### src/rtl/chip4_pneumatic_sequencer_pkg.sv
// Shared definitions for the ChIP4 control-side blocks: sequencer states,
// the peristaltic pump phase table and valve polarity constants.
package chip4_ctrl_pkg;

  typedef enum logic [2:0] {
    IDLE     = 3'd0,
    OPEN     = 3'd1,
    PUMP     = 3'd2,
    CLOSE    = 3'd3,
    INCUBATE = 3'd4,
    DONE     = 3'd5
  } seqState_e;

  // A pressurized pneumatic line closes its valve.
  localparam logic VALVE_CLOSED = 1'b1;

  localparam int INLET_COUNT = 5;
  localparam int PHASE_COUNT = 6;

  // {pump1,pump2,pump3} per phase; entry 0 is the first phase of a stroke.
  localparam logic [PHASE_COUNT-1:0][2:0] PUMP_PATTERN = {
    3'b001, 3'b011, 3'b010, 3'b110, 3'b100, 3'b101
  };

  // Out-of-range phase indices fall back to all valves closed.
  function automatic logic [2:0] pumpPattern(input logic [2:0] phase);
    logic [2:0] pattern;
    pattern = {3{VALVE_CLOSED}};
    if (phase < 3'(PHASE_COUNT)) pattern = PUMP_PATTERN[phase];
    return pattern;
  endfunction

endpackage

### src/rtl/chip4_pneumatic_sequencer_if.sv
// Request/status and pneumatic valve bundle between a host controller and
// the ChIP4 pneumatic sequencer.
interface chip4_pneumatic_sequencer_if #(
  parameter int CNT_W = 32
);
  logic             start;
  logic [2:0]       inlet_sel;
  logic [15:0]      pump_strokes;
  logic [CNT_W-1:0] incubate_cycles;
  logic             abort;
  logic             busy;
  logic             done;
  logic             error;
  logic [4:0]       inlet_ctrl;
  logic             prep_inlet_ctrl;
  logic             stage_inlet_ctrl;
  logic             pump1;
  logic             pump2;
  logic             pump3;

  modport master (
    output start, inlet_sel, pump_strokes, incubate_cycles, abort,
    input  busy, done, error, inlet_ctrl, prep_inlet_ctrl, stage_inlet_ctrl,
           pump1, pump2, pump3
  );

  modport slave (
    input  start, inlet_sel, pump_strokes, incubate_cycles, abort,
    output busy, done, error, inlet_ctrl, prep_inlet_ctrl, stage_inlet_ctrl,
           pump1, pump2, pump3
  );
endinterface

### src/rtl/chip4_pneumatic_sequencer_pump.sv
// Three-valve peristaltic pump driver: steps through the six-phase pattern,
// holding each phase PHASE_CYCLES cycles, for a given number of strokes.
module peristaltic_pump_driver
  import chip4_ctrl_pkg::*;
#(
  parameter int PHASE_CYCLES = 1000,
  parameter int CNT_W        = 32
) (
  input  logic        clk,
  input  logic        rst,
  input  logic        enable_i,
  input  logic [15:0] strokes_i,
  output logic [2:0]  pump_o,
  output logic        strokeDone_o
);

  localparam logic [CNT_W-1:0] PHASE_LAST = CNT_W'(PHASE_CYCLES - 1);
  localparam logic [CNT_W-1:0] DIV_ONE    = CNT_W'(1);

  logic [CNT_W-1:0] div_q, div_d;
  logic [2:0]       phase_q, phase_d;
  logic [15:0]      stroke_q, stroke_d;
  logic             lastDiv, lastPhase, lastStroke;

  assign lastDiv      = (div_q == PHASE_LAST);
  assign lastPhase    = (phase_q == 3'(PHASE_COUNT - 1));
  assign lastStroke   = (stroke_q == (strokes_i - 16'd1));
  assign strokeDone_o = enable_i && lastDiv && lastPhase && lastStroke;
  assign pump_o       = enable_i ? pumpPattern(phase_q) : {3{VALVE_CLOSED}};

  // Advance divider, phase and stroke counters; restart from phase 0 whenever idle.
  always_comb begin
    div_d    = div_q + DIV_ONE;
    phase_d  = phase_q;
    stroke_d = stroke_q;
    if (!enable_i || strokeDone_o) begin
      div_d    = '0;
      phase_d  = '0;
      stroke_d = '0;
    end else if (lastDiv) begin
      div_d = '0;
      if (lastPhase) begin
        phase_d  = '0;
        stroke_d = stroke_q + 16'd1;
      end else begin
        phase_d = phase_q + 3'd1;
      end
    end
  end

  // Counter registers.
  always_ff @(posedge clk) begin
    if (rst) begin
      div_q    <= '0;
      phase_q  <= '0;
      stroke_q <= '0;
    end else begin
      div_q    <= div_d;
      phase_q  <= phase_d;
      stroke_q <= stroke_d;
    end
  end

endmodule

### src/rtl/chip4_pneumatic_sequencer.sv
// ChIP4 aliquot sequencer: opens the selected reagent path, pumps N strokes,
// closes, incubates, then reports done. Every output is registered and all
// valves are closed whenever the block is idle, aborted or in reset.
module chip4_pneumatic_sequencer
  import chip4_ctrl_pkg::*;
#(
  parameter int PHASE_CYCLES  = 1000,
  parameter int SETTLE_CYCLES = 500,
  parameter int CNT_W         = 32
) (
  input logic clk,
  input logic rst,
  chip4_pneumatic_sequencer_if.slave bus
);

  localparam logic [CNT_W-1:0] SETTLE_LAST = CNT_W'(SETTLE_CYCLES - 1);
  localparam logic [CNT_W-1:0] CNT_ONE     = CNT_W'(1);

  seqState_e        state_q, state_d;
  logic [CNT_W-1:0] cnt_q, cnt_d;
  logic             reject_q, reject_d;
  logic [2:0]       sel_q;
  logic [15:0]      strokes_q;
  logic [CNT_W-1:0] incubate_q;

  logic             busy_q, busy_d, done_q, done_d, error_q, error_d;
  logic [4:0]       inlet_q, inlet_d;
  logic             prep_q, prep_d, stage_q, stage_d;
  logic [2:0]       pump_q, pump_d;

  logic             startSeen, selValid, abortNow, pumpEnable, strokeDone;
  logic [2:0]       drvPump;

  // The busy output lags the state by a cycle, so both must be idle before a
  // start is considered; a simultaneous abort silently drops the request.
  assign startSeen  = bus.start && (state_q == IDLE) && !busy_q && !bus.abort;
  assign selValid   = (bus.inlet_sel >= 3'd1) && (bus.inlet_sel <= 3'(INLET_COUNT));
  assign abortNow   = bus.abort && (state_q != IDLE);
  assign pumpEnable = (state_q == PUMP);

  peristaltic_pump_driver #(
    .PHASE_CYCLES (PHASE_CYCLES),
    .CNT_W        (CNT_W)
  ) u_pump (
    .clk          (clk),
    .rst          (rst),
    .enable_i     (pumpEnable),
    .strokes_i    (strokes_q),
    .pump_o       (drvPump),
    .strokeDone_o (strokeDone)
  );

  // State register, cycle counter and run parameters latched on an accepted start.
  always_ff @(posedge clk) begin
    if (rst) begin
      state_q    <= IDLE;
      cnt_q      <= '0;
      reject_q   <= 1'b0;
      sel_q      <= '0;
      strokes_q  <= '0;
      incubate_q <= '0;
    end else begin
      state_q  <= state_d;
      cnt_q    <= cnt_d;
      reject_q <= reject_d;
      if (startSeen && selValid) begin
        sel_q      <= bus.inlet_sel;
        strokes_q  <= bus.pump_strokes;
        incubate_q <= bus.incubate_cycles;
      end
    end
  end

  // Next-state logic: settle/incubate timing and skipping empty pump or incubate phases.
  always_comb begin
    state_d  = state_q;
    cnt_d    = cnt_q;
    reject_d = 1'b0;
    case (state_q)
      IDLE: begin
        cnt_d = '0;
        if (startSeen) begin
          if (selValid) state_d = OPEN;
          else          reject_d = 1'b1;
        end
      end
      OPEN: begin
        if (cnt_q == SETTLE_LAST) begin
          cnt_d   = '0;
          state_d = (strokes_q == 16'd0) ? CLOSE : PUMP;
        end else begin
          cnt_d = cnt_q + CNT_ONE;
        end
      end
      PUMP: begin
        if (strokeDone) state_d = CLOSE;
      end
      CLOSE: begin
        if (cnt_q == SETTLE_LAST) begin
          cnt_d   = '0;
          state_d = (incubate_q == '0) ? DONE : INCUBATE;
        end else begin
          cnt_d = cnt_q + CNT_ONE;
        end
      end
      INCUBATE: begin
        if (cnt_q == (incubate_q - CNT_ONE)) begin
          cnt_d   = '0;
          state_d = DONE;
        end else begin
          cnt_d = cnt_q + CNT_ONE;
        end
      end
      DONE:    state_d = IDLE;
      default: state_d = IDLE;
    endcase
    if (abortNow) begin
      state_d = IDLE;
      cnt_d   = '0;
    end
  end

  // Output decode from the current state; an abort forces the safe state immediately.
  always_comb begin
    busy_d  = (state_q != IDLE);
    done_d  = (state_q == DONE);
    error_d = reject_q;
    inlet_d = {INLET_COUNT{VALVE_CLOSED}};
    prep_d  = VALVE_CLOSED;
    stage_d = VALVE_CLOSED;
    pump_d  = {3{VALVE_CLOSED}};
    if ((state_q == OPEN) || (state_q == PUMP)) begin
      for (int i = 0; i < INLET_COUNT; i++) begin
        if (sel_q == 3'(i + 1)) inlet_d[i] = ~VALVE_CLOSED;
      end
      prep_d  = ~VALVE_CLOSED;
      stage_d = ~VALVE_CLOSED;
    end
    if (state_q == PUMP) pump_d = drvPump;
    if (abortNow) begin
      busy_d  = 1'b0;
      done_d  = 1'b0;
      error_d = 1'b1;
      inlet_d = {INLET_COUNT{VALVE_CLOSED}};
      prep_d  = VALVE_CLOSED;
      stage_d = VALVE_CLOSED;
      pump_d  = {3{VALVE_CLOSED}};
    end
  end

  // Output registers; reset closes every valve.
  always_ff @(posedge clk) begin
    if (rst) begin
      busy_q  <= 1'b0;
      done_q  <= 1'b0;
      error_q <= 1'b0;
      inlet_q <= {INLET_COUNT{VALVE_CLOSED}};
      prep_q  <= VALVE_CLOSED;
      stage_q <= VALVE_CLOSED;
      pump_q  <= {3{VALVE_CLOSED}};
    end else begin
      busy_q  <= busy_d;
      done_q  <= done_d;
      error_q <= error_d;
      inlet_q <= inlet_d;
      prep_q  <= prep_d;
      stage_q <= stage_d;
      pump_q  <= pump_d;
    end
  end

  assign bus.busy             = busy_q;
  assign bus.done             = done_q;
  assign bus.error            = error_q;
  assign bus.inlet_ctrl       = inlet_q;
  assign bus.prep_inlet_ctrl  = prep_q;
  assign bus.stage_inlet_ctrl = stage_q;
  assign bus.pump1            = pump_q[2];
  assign bus.pump2            = pump_q[1];
  assign bus.pump3            = pump_q[0];

endmodule

### src/flat_wrapper.sv
// flat-port wrapper written by rule: the top's interface ports become plain ports
module chip4_pneumatic_sequencer_flat import chip4_ctrl_pkg::*;
#(
  parameter int PHASE_CYCLES  = 1000,
  parameter int SETTLE_CYCLES = 500,
  parameter int CNT_W         = 32
)
  (clk, rst, bus_start, bus_inlet_sel, bus_pump_strokes, bus_incubate_cycles, bus_abort, bus_busy, bus_done, bus_error, bus_inlet_ctrl, bus_prep_inlet_ctrl, bus_stage_inlet_ctrl, bus_pump1, bus_pump2, bus_pump3);
  chip4_pneumatic_sequencer_if #(.CNT_W(CNT_W)) bus_i ();
  input logic clk;
  input logic rst;
  input wire logic [$bits(bus_i.start)-1:0] bus_start;
  input wire logic [$bits(bus_i.inlet_sel)-1:0] bus_inlet_sel;
  input wire logic [$bits(bus_i.pump_strokes)-1:0] bus_pump_strokes;
  input wire logic [$bits(bus_i.incubate_cycles)-1:0] bus_incubate_cycles;
  input wire logic [$bits(bus_i.abort)-1:0] bus_abort;
  output wire logic [$bits(bus_i.busy)-1:0] bus_busy;
  output wire logic [$bits(bus_i.done)-1:0] bus_done;
  output wire logic [$bits(bus_i.error)-1:0] bus_error;
  output wire logic [$bits(bus_i.inlet_ctrl)-1:0] bus_inlet_ctrl;
  output wire logic [$bits(bus_i.prep_inlet_ctrl)-1:0] bus_prep_inlet_ctrl;
  output wire logic [$bits(bus_i.stage_inlet_ctrl)-1:0] bus_stage_inlet_ctrl;
  output wire logic [$bits(bus_i.pump1)-1:0] bus_pump1;
  output wire logic [$bits(bus_i.pump2)-1:0] bus_pump2;
  output wire logic [$bits(bus_i.pump3)-1:0] bus_pump3;
  assign bus_i.start = bus_start;
  assign bus_i.inlet_sel = bus_inlet_sel;
  assign bus_i.pump_strokes = bus_pump_strokes;
  assign bus_i.incubate_cycles = bus_incubate_cycles;
  assign bus_i.abort = bus_abort;
  assign bus_busy = bus_i.busy;
  assign bus_done = bus_i.done;
  assign bus_error = bus_i.error;
  assign bus_inlet_ctrl = bus_i.inlet_ctrl;
  assign bus_prep_inlet_ctrl = bus_i.prep_inlet_ctrl;
  assign bus_stage_inlet_ctrl = bus_i.stage_inlet_ctrl;
  assign bus_pump1 = bus_i.pump1;
  assign bus_pump2 = bus_i.pump2;
  assign bus_pump3 = bus_i.pump3;
  chip4_pneumatic_sequencer #(.PHASE_CYCLES(PHASE_CYCLES), .SETTLE_CYCLES(SETTLE_CYCLES), .CNT_W(CNT_W)) u_core (.clk(clk), .rst(rst), .bus(bus_i));
endmodule
### config.mk
export PLATFORM = sky130hd
export DESIGN_NAME = chip4_pneumatic_sequencer_flat
export DESIGN_NICKNAME = d
export VERILOG_FILES = /design/src/rtl/chip4_pneumatic_sequencer_pkg.sv /design/src/rtl/chip4_pneumatic_sequencer_if.sv /design/src/rtl/chip4_pneumatic_sequencer_pump.sv /design/src/rtl/chip4_pneumatic_sequencer.sv /design/src/flat_wrapper.sv
export SDC_FILE = /design/constraint.sdc
export NUM_CORES = 1
export LEC_CHECK = 0
export ABC_AREA = 0
export CORE_ASPECT_RATIO = 1.25
export CORE_UTILIZATION = 53
export CTS_BUF_LIST = sky130_fd_sc_hd__clkbuf_16
export DETAILED_ROUTE_END_ITERATION = 6
export PLACE_DENSITY = 0.78
export SYNTH_ARGS = -nofsm -noshare
export SYNTH_HDL_FRONTEND = slang
export SYNTH_SLANG_ARGS = --single-unit
### constraint.sdc
create_clock -name clk -period 3.4 [get_ports clk]
set_input_delay 0.68 -clock clk [delete_from_list [all_inputs] [get_ports clk]]
set_output_delay 0.68 -clock clk [all_outputs]
set_load 0.1 [all_outputs]
After elaboration in Yosys (flattened, before gate mapping)

Memories as Yosys holds them, arrays and structs flattened. A register that Yosys moved wholly into a read port is not among the register bits.
Index checks and enable logic that the tools add are counted.

Add/sub/neg operators: 6
Magnitude comparators: 3
Equal/unequal tests: 21
Muxes and demuxes: 21
Bitwise operators: 5
Reductions and logical operators: 28

Operators by type and width:

| kind                                                                     | count |
|---|---|
| 32-bit case mux with 3 select lines                                      | 1 |
| 32-bit by 1-bit adder with 32-bit output (second input constant)         | 2 |
| 32-bit two-way mux                                                       | 2 |
| 32-bit by 10-bit equality test with 1-bit output (second input constant) | 1 |
| 32-bit equality test                                                     | 1 |
| 32-bit by 9-bit equality test with 1-bit output (second input constant)  | 1 |
| 32-bit zero test                                                         | 1 |
| 32-bit by 1-bit subtractor with 32-bit output (second input constant)    | 1 |
| 3-bit two-way mux                                                        | 7 |
| 16-bit by 1-bit adder with 16-bit output (second input constant)         | 1 |
| 16-bit equality test                                                     | 1 |
| 16-bit zero test                                                         | 1 |
| 16-bit by 1-bit subtractor with 16-bit output (second input constant)    | 1 |
| 3-bit equality test (second input constant)                              | 5 |
| 3-bit case mux with 5 select lines                                       | 1 |
| 3-bit by 2-bit equality test with 1-bit output (second input constant)   | 4 |
| 2-bit by 1-bit != test with 1-bit output (second input constant)         | 6 |
| 1-bit two-way mux                                                        | 10 |
| 1-bit logical AND                                                        | 9 |
| 3-bit OR reduction                                                       | 3 |
| 3-bit by 1-bit equality test with 1-bit output (second input constant)   | 2 |
| 6-bit AND reduction                                                      | 1 |
| 3-bit nonzero test                                                       | 2 |
| 2-bit OR reduction                                                       | 3 |
| 10 further kinds                                                         | 17 |

Register bits after elaboration: 147
Memory bits (read-only): 24
Input port bits: 55
Logic and storage cells: 99
Memories: 1

Memories:

| memory           | words | width | rd ports | clocked after memory_dff | write ports | line                                | source |
|---|---|---|---|---|---|---|---|
| (name not given) | 8     | 3     | 1        | 1                        | 0           | chip4_pneumatic_sequencer_pkg.sv:29 | `if (phase < 3'(PHASE_COUNT)) pattern = PUMP_PATTERN[phase];` |

Longest topological paths before layout

Depth in word-level cells: 6
Mapped depth: 14
Gate-level depth less buffers: 11

Modules after synthesis

From an unflattened synthesis, not the netlist that was laid out.

Cell total of the unflattened synthesis: 1142
Area total of the unflattened synthesis: 8827.2 µm²

By module, submodules not included:

| module                    | times used | cells each | area an instance (µm²) |
|---|---|---|---|
| chip4_pneumatic_sequencer | 1          | 781        | 5734.2 |
| peristaltic_pump_driver   | 1          | 361        | 3093.0 |

Worst setup path before layout

OpenSTA, ideal clock, no wires.

Path type: reg2reg
Start: register u_core.incubate_q[0]
End: register u_core.cnt_q[5]
Arrival: 3.138 ns
Setup slack: 0.140 ns
Cell stages (with the launch flop): 13
Buffers on the path: 3
Cell sequence: dfxtp_1 > clkbuf_1 > inv_1 > ha_1 > clkbuf_1 > nor4b_1 > nand3_1 > or4_1 > or2_2 > o21ai_1 > a21oi_2 > buf_2 > a221o_1

Word-level cells in the longest chain between the ends: 4

RTL lines:

| element                                       | line                             | source |
|---|---|---|
| from (decl)                                   | chip4_pneumatic_sequencer.sv:24  | `logic [CNT_W-1:0] incubate_q;` |
| from (signal assigned)                        | chip4_pneumatic_sequencer.sv:69  | `incubate_q <= bus.incubate_cycles;` |
| 32-bit by 1-bit subtractor with 32-bit output | chip4_pneumatic_sequencer.sv:107 | `if (cnt_q == (incubate_q - CNT_ONE)) begin` |
| 32-bit equality test                          | chip4_pneumatic_sequencer.sv:107 |  |
| 32-bit two-way mux                            | chip4_pneumatic_sequencer.sv:107 |  |
| 32-bit case mux with 3 select lines           | chip4_pneumatic_sequencer.sv:79  | `case (state_q)` |
| to (signal assigned)                          | chip4_pneumatic_sequencer.sv:64  | `cnt_q <= cnt_d;` |
| to (decl)                                     | chip4_pneumatic_sequencer.sv:20  | `logic [CNT_W-1:0] cnt_q, cnt_d;` |

No other way between the ends.
A chain may end at the register's enable or synchronous reset.

Worst setup path in the final report

Start: register u_core.incubate_q[14]
End: register u_core.cnt_q[9]

The elaborated chain is that of the path after synthesis.

==> flow_summary.html <==
<table>
<tr><th>Metric</th><th>Value</th></tr>
<tr><th colspan="2">Critical path</th></tr>
<tr><td>RR Endpoint</td><td>u_core.cnt_q[9]</td></tr>
<tr><td>Slack of the worst reg-to-reg path</td><td>0.1 ns</td></tr>
<tr><td>Max FO, Critical Path</td><td>7</td></tr>
<tr><td>Required arrival time at the worst endpoint</td><td>3.70 ns</td></tr>
<tr><td>FF-to-FF path depth</td><td>11</td></tr>
<tr><td>Crit. End Element</td><td>flip-flop</td></tr>
<tr><td>Nature of the critical path startpoint</td><td>flip-flop</td></tr>
<tr><td>Source of the worst register-to-register timing path</td><td>u_core.incubate_q[14]</td></tr>
<tr><td>Critical path start-end classification</td><td>flip-flop to flip-flop</td></tr>
<tr><td>CP arrival</td><td>3.60 ns</td></tr>
<tr><th colspan="2">Place</th></tr>
<tr><td>Final Wtd Congestion</td><td>0.908</td></tr>
<tr><td>Half-perimeter wire length after placement</td><td>15.1 mm</td></tr>
<tr><td>Count of buffers from port buffering</td><td>67</td></tr>
<tr><th colspan="2">Route</th></tr>
<tr><td>Wire length on met2</td><td>10.9 mm</td></tr>
<tr><td>Met1 layer wirelength in the final routing</td><td>8.54 mm</td></tr>
<tr><td>Drc violations</td><td>0</td></tr>
<tr><td>Routed wire length per instance</td><td>15.5 um</td></tr>
<tr><td>Routed vias/inst</td><td>5.78</td></tr>
<tr><td>Routed Wire Length</td><td>20.8 mm</td></tr>
<tr><td>Detailed Route Iter0 Violations</td><td>458</td></tr>
<tr><td>Length of routed met3 wiring</td><td>644 um</td></tr>
<tr><td>Final ANT Viol Nets</td><td>0</td></tr>
<tr><td>Top sig layer</td><td>met4</td></tr>
<tr><td>Drt pass-1 iters</td><td>4</td></tr>
<tr><td>Overall via count from detail_route</td><td>7,773</td></tr>
<tr><th colspan="2">Synth</th></tr>
<tr><td>Area share of the leading cell type in the synthesized netlist</td><td>0.367</td></tr>
<tr><td>Post-Synthesis Mean Instance Area</td><td>7.67 um2</td></tr>
<tr><td>Cell with the most instances after synthesis</td><td>nand2_1</td></tr>
<tr><td>Syn. warnings</td><td>0</td></tr>
<tr><td>Commonest cells in the netlist</td><td>nand2_1 (193), dfxtp_1 (150), nor2_1 (103)</td></tr>
<tr><td>FFs w/ async S/R, synth</td><td>0</td></tr>
<tr><td>Total standard cell area after synthesis</td><td>8170 um2</td></tr>
<tr><td>Top cells by area, synth</td><td>dfxtp_1 (37%), nand2_1 (8.9%), xor2_1 (6.8%)</td></tr>
<tr><td>Part of the Yosys area used for sequential elements</td><td>0.367</td></tr>
<tr><td>Number of flops mapped to enable cells by yosys</td><td>0</td></tr>
<tr><td>Gate count of the mapped netlist</td><td>1,065</td></tr>
<tr><td>Post-synth net total</td><td>1,127</td></tr>
<tr><td>Count of state elements after synthesis</td><td>150</td></tr>
<tr><td>Most instantiated flip-flop cell in the synthesis netlist</td><td>dfxtp_1</td></tr>
<tr><td>Number of distinct library cells after synthesis</td><td>63</td></tr>
<tr><td>Synth area leader</td><td>dfxtp_1</td></tr>
<tr><th colspan="2">Timing</th></tr>
<tr><td>Top achievable clock speed</td><td>0.303 GHz</td></tr>
<tr><td>Accumulated negative setup slack</td><td>0 ns</td></tr>
<tr><td>Final number of max-transition violations</td><td>0</td></tr>
<tr><td>Hold violation total from the final report</td><td>0</td></tr>
<tr><td>Actual slew at the worst max-slew pin</td><td>0.981 ns</td></tr>
<tr><td>Skew final</td><td>0.0108 ns</td></tr>
<tr><td>Shortest clock period the worst path allows after layout</td><td>3.30 ns</td></tr>
<tr><td>Fin crit share</td><td>0.971</td></tr>
<tr><td>Number of setup violations in the final report</td><td>0</td></tr>
<tr><td>Max-slew headroom at the worst pin</td><td>0.344</td></tr>
<tr><td>Setup repair after global routing missed its margin</td><td>no</td></tr>
<tr><th colspan="2">Cells and area</th></tr>
<tr><td>Fraction of layout cells with a size suffix above 1</td><td>0.108</td></tr>
<tr><td>Final Net Count</td><td>1,211</td></tr>
<tr><td>Area growth syn-to-layout</td><td>21.6%</td></tr>
<tr><td>Filler cell count in the final layout</td><td>1,253</td></tr>
<tr><td>Antenna diode instance count</td><td>0</td></tr>
<tr><th colspan="2">Clocking</th></tr>
<tr><td>Clock tree from TritonCTS</td><td>done</td></tr>
<tr><td>Hold buffer count at CTS</td><td>0</td></tr>
<tr><td>Clock sink count</td><td>150</td></tr>
<tr><td>Cell chosen for the clock root</td><td>clkbuf_16</td></tr>
<tr><td>Number of H-tree branching levels</td><td>4</td></tr>
<tr><td>Maximum number of buffers from clock root to sink</td><td>2</td></tr>
<tr><td>Clock latency at the later pin of the worst-skew pair</td><td>0.43 ns</td></tr>
<tr><td>CTS clock-pin slew for the worst setup and hold paths</td><td>0.06 ns</td></tr>
<tr><td>Total CTS buffers</td><td>17</td></tr>
<tr><th colspan="2">Floorplan</th></tr>
<tr><td>Number of standard-cell rows in the floorplan</td><td>50</td></tr>
<tr><td>Width of the die</td><td>113 um</td></tr>
<tr><td>Die boundary height</td><td>141 um</td></tr>
<tr><td>DIE AREA</td><td>15,900 um2</td></tr>
<tr><td>Effective utilization at floorplan</td><td>0.544</td></tr>
<tr><td>Total core area</td><td>15,000 um2</td></tr>
<tr><td>Number of placed I/O pins</td><td>68</td></tr>
<tr><th colspan="2">Global route</th></tr>
<tr><td>Global router's overall resource usage</td><td>0.272</td></tr>
<tr><td>Aggregate global routing overflow</td><td>0</td></tr>
<tr><td>Number of global-route vias before repair</td><td>7,452</td></tr>
<tr><td>Antenna violations before repair</td><td>0</td></tr>
<tr><td>Global-route wire length before repair</td><td>34.7 mm</td></tr>
<tr><td>Maximum number of pins on one net before global-route repair</td><td>54</td></tr>
<tr><th colspan="2">Run</th></tr>
<tr><td>Number of maximum-capacitance violations</td><td>0</td></tr>
<tr><th colspan="2">Hold path</th></tr>
<tr><td>Worst hold-check path type</td><td>flip-flop to flip-flop</td></tr>
<tr><td>Hold_sp</td><td>u_core.sel_q[0]</td></tr>
<tr><td>Worst Hold End</td><td>u_core.bus.inlet_ctrl[0]</td></tr>
<tr><td>Hold path cells</td><td>1</td></tr>
<tr><th colspan="2">Pwr</th></tr>
<tr><td>Peak supply drop</td><td>0.000334 V</td></tr>
<tr><td>Pleak</td><td>3.60 nW</td></tr>
<tr><td>Total design power</td><td>4.38 mW</td></tr>
<tr><td>Cell area power density</td><td>441 nW/um2</td></tr>
<tr><th colspan="2">Status</th></tr>
<tr><td>Result of the run</td><td>finished, final reports clean</td></tr>
</table>
## how the worst max path moves through the flow
stage / from / cells after the start / end / slack (ns)
finish: u_core.incubate_q[14] / 11 / u_core.cnt_q[9] / 0.1
global route: u_core.incubate_q[14] / 11 / u_core.cnt_q[25] / 0.009
CTS: u_core.incubate_q[14] / 11 / u_core.cnt_q[29] / 0.06
detailed placement: u_core.incubate_q[14] / 11 / u_core.cnt_q[29] / 0.07
global placement: u_core.incubate_q[14] / 11 / u_core.cnt_q[25] / 0.13
floorplan: u_core.incubate_q[0] / 12 / u_core.cnt_q[5] / 0.14
## cell type report
type	instances	area, um2	share of cell area
Clock buffer	17	425	0.0428
Clock inverter	15	154	0.0155
Inverter	20	75.1	0.00755
Multi-Input combinational cell	831	4900	0.493
Sequential cell	150	3000	0.302
Tap cell	182	228	0.0229
Timing Repair Buffer	129	1150	0.116
## power breakdown
| part | switching, mW | internal [mW] | total [mW] |
|---|---|---|---|
| Sequential | 0.0387 | 1.79 | 1.83 |
| Clock | 0.772 | 1.08 | 1.86 |
| Combinational | 0.378 | 0.323 | 0.701 |
## layer usage
layer	up-vias	GRT usage
met2	188	0.498
met1	3639	0.304
met3	52	0.0408
met4	0	0.134
met5	-	0
li1	3894	-
## critical path: stages, from the launching register on
cell       delay, ns
dfxtp_1         0.31
or4_4           0.56
or3_4           0.38
or4_1           0.53
a22oi_2         0.17
o2111ai_2       0.14
nor4_4          0.42
buf_4           0.19
nand2_2         0.08
nand2b_4        0.14
buf_4           0.15
o311ai_1        0.09
## cells in the final DEF, fill, tap and decap left out, drive strengths merged, types with 10 or more instances in the layout
| master | instances |
|---|---|
| nand4 | 27 |
| xnor2 | 55 |
| and3 | 20 |
| nor2 | 103 |
| nor2b | 10 |
| nor3 | 26 |
| dfxtp | 150 |
| clkdlybuf4s50 | 63 |
| nor4 | 30 |
| nand2 | 193 |
| or4 | 11 |
| or3 | 11 |
| inv | 24 |
| clkbuf | 18 |
| o311ai | 11 |
| o21ai | 33 |
| xor2 | 63 |
| nand3 | 56 |
| buf | 65 |
| a21oi | 71 |
## registers in the layout (all words and copies together) (netlist names), 3 cells and up
register	cells
u_core.pump_q	3
u_core.strokes_q	16
u_core.incubate_q	32
u_core.u_pump.div_q	32
u_core.cnt_q	32
u_core.sel_q	3
u_core.u_pump.phase_q	3
u_core.u_pump.stroke_q	16
u_core.bus.inlet_ctrl	5
u_core.state_q	3
## through the flow
stage          area [um2]  instances   util  setup slack (ns)  hold WS, ns
2_1_floorplan        8170       1065      -             0.140        0.406
3_3_place_gp         9250       1306  0.616             0.130        0.429
3_5_place_dp         9250       1306  0.616            0.0739        0.434
4_1_cts              9830       1338  0.655            0.0570        0.446
5_1_grt              9940       1344  0.662           0.00905        0.467
6_report             9940       1344  0.662            0.0993        0.441
## logic make-up (layout without fill, tap and decap cells)
group,after synthesis,in the layout,synth area share
multiplexers,7,7,0.00903
adder cells (fa/ha/maj),7,7,0.0107
AO/OA/AOI/OAI,167,167,0.127
XOR/XNOR,118,118,0.126
buffers and inverters,84,181,0.0403
AND/OR/NAND/NOR,532,532,0.319
flip-flops,150,150,0.367
## what timing repair did
| action | 4_1_cts | 5_1_grt |
|---|---|---|
| setup buffers | 0 | 5 |
| endpoints found under the setup margin | 0 | 23 |
| resized for setup | 0 | 8 |
Note: power is estimated with default switching activity, not from simulation.
